===== config.mk =====
export PLATFORM = sky130hd
export DESIGN_NAME = alu_op_sequencer
export DESIGN_NICKNAME = d
export VERILOG_FILES = /design/src/rtl/alu_pkg.sv /design/src/rtl/alu_wait_counter.sv /design/src/rtl/alu_op_sequencer.sv
export SDC_FILE = /design/constraint.sdc
export NUM_CORES = 1
export LEC_CHECK = 0
export ABC_AREA = 1
export CAP_MARGIN = 40
export CELL_PAD_IN_SITES_DETAIL_PLACEMENT = 1
export CELL_PAD_IN_SITES_GLOBAL_PLACEMENT = 2
export CORE_MARGIN = 5
export CORE_UTILIZATION = 24
export DETAILED_ROUTE_END_ITERATION = 6
export PLACE_DENSITY_LB_ADDON = 0.1
export SYNTH_ARGS = -nofsm -noshare
export SYNTH_HDL_FRONTEND = slang
export SYNTH_HIERARCHICAL = 1
export SYNTH_SLANG_ARGS = --single-unit

===== constraint.sdc =====
create_clock -name clock -period 1.38 [get_ports clock]
set_input_delay 0.276 -clock clock [delete_from_list [all_inputs] [get_ports clock]]
set_output_delay 0.276 -clock clock [all_outputs]
set_load 0.01 [all_outputs]

===== src/rtl/alu_pkg.sv =====
// Opcode encoding, sequencer state enum and opcode classification helpers
// shared by the ALU operation sequencer and its bench.
package alu_pkg;

   localparam logic [4:0] OP_LD   = 5'b00000;
   localparam logic [4:0] OP_LDI  = 5'b00001;
   localparam logic [4:0] OP_ST   = 5'b00010;
   localparam logic [4:0] OP_ADD  = 5'b00011;
   localparam logic [4:0] OP_SUB  = 5'b00100;
   localparam logic [4:0] OP_AND  = 5'b00101;
   localparam logic [4:0] OP_OR   = 5'b00110;
   localparam logic [4:0] OP_ROR  = 5'b00111;
   localparam logic [4:0] OP_ROL  = 5'b01000;
   localparam logic [4:0] OP_SHR  = 5'b01001;
   localparam logic [4:0] OP_SHRA = 5'b01010;
   localparam logic [4:0] OP_SHL  = 5'b01011;
   localparam logic [4:0] OP_ADDI = 5'b01100;
   localparam logic [4:0] OP_ANDI = 5'b01101;
   localparam logic [4:0] OP_ORI  = 5'b01110;
   localparam logic [4:0] OP_DIV  = 5'b01111;
   localparam logic [4:0] OP_MUL  = 5'b10000;
   localparam logic [4:0] OP_NEG  = 5'b10001;
   localparam logic [4:0] OP_NOT  = 5'b10010;
   localparam logic [4:0] OP_BR   = 5'b10011;

   typedef enum logic [2:0] {
      ST_IDLE,
      ST_LOAD_Y,
      ST_EXEC,
      ST_WAIT,
      ST_WB_LO,
      ST_WB_HI
   } state_t;

   function automatic logic is_muldiv(input logic [4:0] op);
      return (op == OP_MUL) || (op == OP_DIV);
   endfunction

   // Everything above OP_BR (5'b10100..5'b11111) is unsupported.
   function automatic logic is_legal(input logic [4:0] op);
      return op <= OP_BR;
   endfunction

endpackage


===== src/rtl/alu_wait_counter.sv =====
// Purpose: 4-bit loadable down-counter timing the mul/div wait; zero flag ends the wait.
// Latency: load/decrement take effect on the next clock; zero is combinational from the count.
// Backpressure: none; decrement is ignored once the count reaches zero.
module alu_wait_counter (
   input  logic       clock,
   input  logic       clear_n,
   input  logic       load,
   input  logic [3:0] load_val,
   input  logic       dec,
   output logic       zero
);

   logic [3:0] count;

   always_ff @(posedge clock or negedge clear_n) begin
      if (!clear_n) begin
         count <= 4'd0;
      end else if (load) begin
         count <= load_val;
      end else if (dec && !zero) begin
         count <= count - 4'd1;
      end
   end

   assign zero = (count == 4'd0);

endmodule


===== src/rtl/alu_op_sequencer.sv =====
// Purpose: sequences Y load, execute, Z capture and writeback for one ALU op; ALU_SEQ_DIVZERO_EN adds divide-by-zero abort.
// Latency: single-result op done at T+3, mul/div at T+4+MULDIV_LAT, unsupported opcode at T+1.
// Backpressure: req_ready only in IDLE and not during a done pulse; requests while busy are dropped.
module alu_op_sequencer
   import alu_pkg::*;
#(
   parameter int MULDIV_LAT = 4
) (
   input  logic       clock,
   input  logic       clear_n,
   input  logic       req_valid,
   output logic       req_ready,
   input  logic [4:0] req_opcode,
   input  logic       req_divisor_zero,
   output logic [4:0] alu_opcode,
   output logic       y_in,
   output logic       z_in,
   output logic       z_low_out,
   output logic       z_high_out,
   output logic       rz_in,
   output logic       lo_in,
   output logic       hi_in,
   output logic       busy,
   output logic       done,
   output logic       bad_op,
   output logic       err_divzero
);

   state_t state_q, state_d;
   logic   bad_q;
   logic   xfer;
   logic   md;
   logic   div_abort;
   logic   cnt_zero;

   assign xfer = req_valid && req_ready;
   assign md   = is_muldiv(alu_opcode);

`ifdef ALU_SEQ_DIVZERO_EN
   logic dz_q;

   always_ff @(posedge clock or negedge clear_n) begin
      if (!clear_n) begin
         dz_q <= 1'b0;
      end else if (xfer && is_legal(req_opcode)) begin
         dz_q <= req_divisor_zero;
      end
   end

   assign div_abort = dz_q && (alu_opcode == OP_DIV);
`else
   logic unused_divisor_zero;

   assign unused_divisor_zero = req_divisor_zero;
   assign div_abort           = 1'b0;
`endif

   always_ff @(posedge clock or negedge clear_n) begin
      if (!clear_n) begin
         state_q    <= ST_IDLE;
         alu_opcode <= 5'b00000;
         bad_q      <= 1'b0;
      end else begin
         state_q <= state_d;
         // An unsupported opcode never reaches the datapath; only its done/bad_op pulse is remembered.
         bad_q   <= xfer && !is_legal(req_opcode);
         if (xfer && is_legal(req_opcode)) begin
            alu_opcode <= req_opcode;
         end
      end
   end

   always_comb begin
      state_d = state_q;
      case (state_q)
         ST_IDLE:   if (xfer && is_legal(req_opcode)) state_d = ST_LOAD_Y;
         ST_LOAD_Y: state_d = ST_EXEC;
         ST_EXEC: begin
            if (div_abort)  state_d = ST_IDLE;
            else if (md)    state_d = ST_WAIT;
            else            state_d = ST_WB_LO;
         end
         ST_WAIT:   if (cnt_zero) state_d = ST_WB_LO;
         ST_WB_LO:  state_d = md ? ST_WB_HI : ST_IDLE;
         ST_WB_HI:  state_d = ST_IDLE;
         default:   state_d = ST_IDLE;
      endcase
   end

   always_comb begin
      y_in        = 1'b0;
      z_in        = 1'b0;
      z_low_out   = 1'b0;
      z_high_out  = 1'b0;
      rz_in       = 1'b0;
      lo_in       = 1'b0;
      hi_in       = 1'b0;
      done        = 1'b0;
      bad_op      = 1'b0;
      err_divzero = 1'b0;
      case (state_q)
         ST_LOAD_Y: y_in = 1'b1;
         ST_EXEC: begin
            if (div_abort) begin
               done        = 1'b1;
               err_divzero = 1'b1;
            end else if (!md) begin
               z_in = 1'b1;
            end
         end
         ST_WAIT:   z_in = cnt_zero;
         ST_WB_LO: begin
            z_low_out = 1'b1;
            if (md) begin
               lo_in = 1'b1;
            end else begin
               rz_in = 1'b1;
               done  = 1'b1;
            end
         end
         ST_WB_HI: begin
            z_high_out = 1'b1;
            hi_in      = 1'b1;
            done       = 1'b1;
         end
         default: ;
      endcase
      if (bad_q) begin
         done   = 1'b1;
         bad_op = 1'b1;
      end
   end

   assign busy      = (state_q != ST_IDLE);
   assign req_ready = (state_q == ST_IDLE) && !bad_q;

   // Loaded with MULDIV_LAT-1 in EXEC so z_in lands exactly MULDIV_LAT cycles after execute starts.
   alu_wait_counter u_wait_counter (
      .clock    (clock),
      .clear_n  (clear_n),
      .load     ((state_q == ST_EXEC) && md && !div_abort),
      .load_val (4'(MULDIV_LAT - 1)),
      .dec      (state_q == ST_WAIT),
      .zero     (cnt_zero)
   );

endmodule

==> impl_metrics.yaml <==
setup_path:
  crit_path_top_delay_cell: "dfrtp_1"
  worstSetupPathDepth: 5
  cpPeakStageDelay_ns: 0.40
  crit_family: "flip-flops"
  cp.arrival_ns: 1.30
  crit_required_ns: 1.10
  critPathKind: "register to output port"
  reg2reg_depth: 11
  critPathCaptureType: "output port"
  startpoint_type: "register"
  cp-endpoint: "z_in"
  r2r-start: "state_q[2]"
  cp_cell_sequence: "buf_6, nor3_4, nand3_2, nand2_1, buf_2"
  critPathBufInv: 2
  r2r-end: "u_wait_counter/count[1]"
  cp-startpoint: "state_q[2]"
  r2r_slack_ns: -0.14
  cp_max_fo: 2
final_layout:
  final_util: 0.451
  regArea_sq_um: 327
  drive_above_1_share: 0.477
  num-fill-cells: 478
  antenna_cells: 0
  syn_to_final_growth_pct: 84.0
  final_area_sq_um: 1640
  multi_input_area_sq_um: 561
  layout.nets: 208
synth:
  seq_area_frac_synth: 0.365
  yosys_register_bits: 13
  synthCells: 127
  ys_warn_count: 6
  synth.area.top_cells: "dfrtp_1, nand2_1, inv_1"
  netlist_area_sq_um: 891
  netlist.area_leader.share: 0.365
  yosys.cell_types.count: 24
  synth_area_per_cell_sq_um: 7.01
  synth_top_cell_by_area: "dfrtp_1"
drt:
  dr.pass1.iters: 2
  ant_nets: 0
  wire_per_inst_um: 11.0
  drc_errors: 0
  initialDrtViolationCount: 14
  wl_mm: 2.70
  route.vias.total: 1011
  routed_via_density: 4.13
power:
  swShare: 0.410
  power.density_nw_per_um2: 2050
  total_power_mw: 3.37
  p_leak_nw: 0.903
  power_frac_clock: 0.105
  power.internal_mw: 1.99
  seq_power_share: 0.197
  vdd_drop_max_mv: 0.713
  switchingPower_mw: 1.38
  pwr-share-comb: 0.698
placed_design:
  dpl_cell_area_sq_um: 1410
  gp_congestion: 0.751
  portBuffers: 23
  hpwl_mm: 2.09
job:
  maxCapViolCount: 0
sta:
  setup_slack_ns: -0.199
  final-max-slew-violation-count: 0
  fmax_ghz: 0.633
  rsz0062_at_grt: "yes"
  setup_viol: 15
  period_minus_slack_ns: 1.58
  hold_viol: 0
  skew_ns: 0.000613
  period_share: 1.14
clock_tree:
  cts_tree: "done"
  numCtsBuffers: 3
  path_clk_slew_ns: 0.06
  cts_max_level: 1
  ctsLongestPathBuffers: 2
  cts_hold_buf: 0
  clkSinkCount: 13
  clock_latency_ns: 0.24
  root_buffer: "clkbuf_8"
run_status:
  outcome: "complete, but fails checks"
  violations: "negative setup slack"
global_routing:
  grt_pass1_vias: 1013
  grt_pass1_wl_mm: 4.43
  track_usage: 0.109
  grt_remaining_overflow: 0
  antenna_found_initial: 0
  grt_max_degree: 14
floorplanning:
  coreArea_sq_um: 3630
  io_pins: 26
  die_h_um: 70.9
  die_w_um: 70.9
  start_util: 0.245
  dieArea_sq_um: 5030
  num_rows: 22
worst_hold_path:
  min_path_type: "input port to async pin"
-- sequential cells by signal, summed over array words and instances, names as in the netlist --
name                  flops
alu_opcode                5
u_wait_counter/count      4
bad_q                     1
state_q                   3
-- stage by stage --
step	cells	setup TNS [ns]	hold WS, ns	worst slack [ns]
floorplan	130	0	-0.0196	0.111
global placement	230	-2.29	0.595	-0.350
detailed placement	230	-2.77	0.604	-0.359
CTS	240	-1.33	0.342	-0.213
global route	245	-2.57	0.360	-0.292
finish	245	-1.29	0.339	-0.199
-- worst reg2reg max path: stages, from the launching register on --
cell and delay, ns:
dfrtp_1 0.40, buf_6 0.14, nor3_4 0.20, buf_4 0.15, buf_6 0.09, nand2_4 0.06
inv_8 0.08, buf_6 0.12, nand2_2 0.05, o21ai_2 0.06, nand2_1 0.06, nand2_1 0.06
-- layout by cell type (no fill, tap or decap), types with 4 or more instances in the layout --
master / count
inv_2: 4
buf_2: 6
inv_1: 17
dfrtp_1: 12
nor2_2: 6
clkdlybuf4s50_1: 7
nand2_1: 33
nand2_2: 9
nand3_1: 5
buf_6: 13
nor2_1: 8
conb_1: 5
dlygate4sd2_1: 4
buf_4: 31
o21ai_1: 6
-- power groups by stage --
stage                     combinational [mW]  sequential [mW]  clock, mW
after floorplan                        0.885            0.727          0
after global placement                  1.94            0.681          0
after detailed placement                1.98            0.686          0
after CTS                               2.13            0.667      0.368
after global routing                    2.60            0.691      0.377
final                                   2.35            0.663      0.352
-- cell families after synthesis --
group | count (synthesis) | synth area share
AO/OA/AOI/OAI | 10 | 0.0618
flip-flops | 13 | 0.365
buffers and inverters | 27 | 0.125
AND/OR/NAND/NOR | 74 | 0.426
other | 2 | 0.00843
adder cells (fa/ha/maj) | 1 | 0.0140
-- layer usage --
layer,up-vias,wire (um),part of all wire,global-route usage
met5,-,0,0,0
met4,0,17,0.0063,0.0313
met3,2,80,0.030,0.0227
met2,12,1490,0.55,0.188
met1,477,1100,0.41,0.136
li1,520,-,-,-
-- how the worst min path moves through the flow --
stage | cells past startpoint | slack, ns | startpoint | to
2_1_floorplan | 0 | -0.02 | clear_n | alu_opcode[0]
3_3_place_gp | 2 | 0.60 | clear_n | alu_opcode[4]
3_5_place_dp | 3 | 0.60 | u_wait_counter/count[0] | u_wait_counter/count[0]
4_1_cts | 2 | 0.34 | clear_n | u_wait_counter/count[2]
5_1_grt | 2 | 0.36 | clear_n | u_wait_counter/count[2]
6_report | 2 | 0.34 | clear_n | alu_opcode[4]
-- area by class of cell --
class	count	share of cell area
Multi-Input combinational cell	91	0.342
Timing Repair Buffer	64	0.327
Sequential cell	13	0.199
Inverter	25	0.0679
Tap cell	48	0.0366
Clock buffer	4	0.0275
-- synth_stat cells, drive strengths merged --
cell type	count
a31oi	1
buf	2
clkinv	1
conb	2
dfrtp	13
ha	1
inv	24
nand2	45
nand3	8
nand3b	3
nor2	16
nor3	1
nor4	1
o21ai	9
-- timing repair --
action                                 CTS  global route
gates resized for setup                 65            27
setup buffers                            7             4
gates cloned                             0             1
setup endpoints to repair               22            23
endpoints found under the hold margin    0             0
pin swaps                               11            10
(Power assumes the default switching activity.)
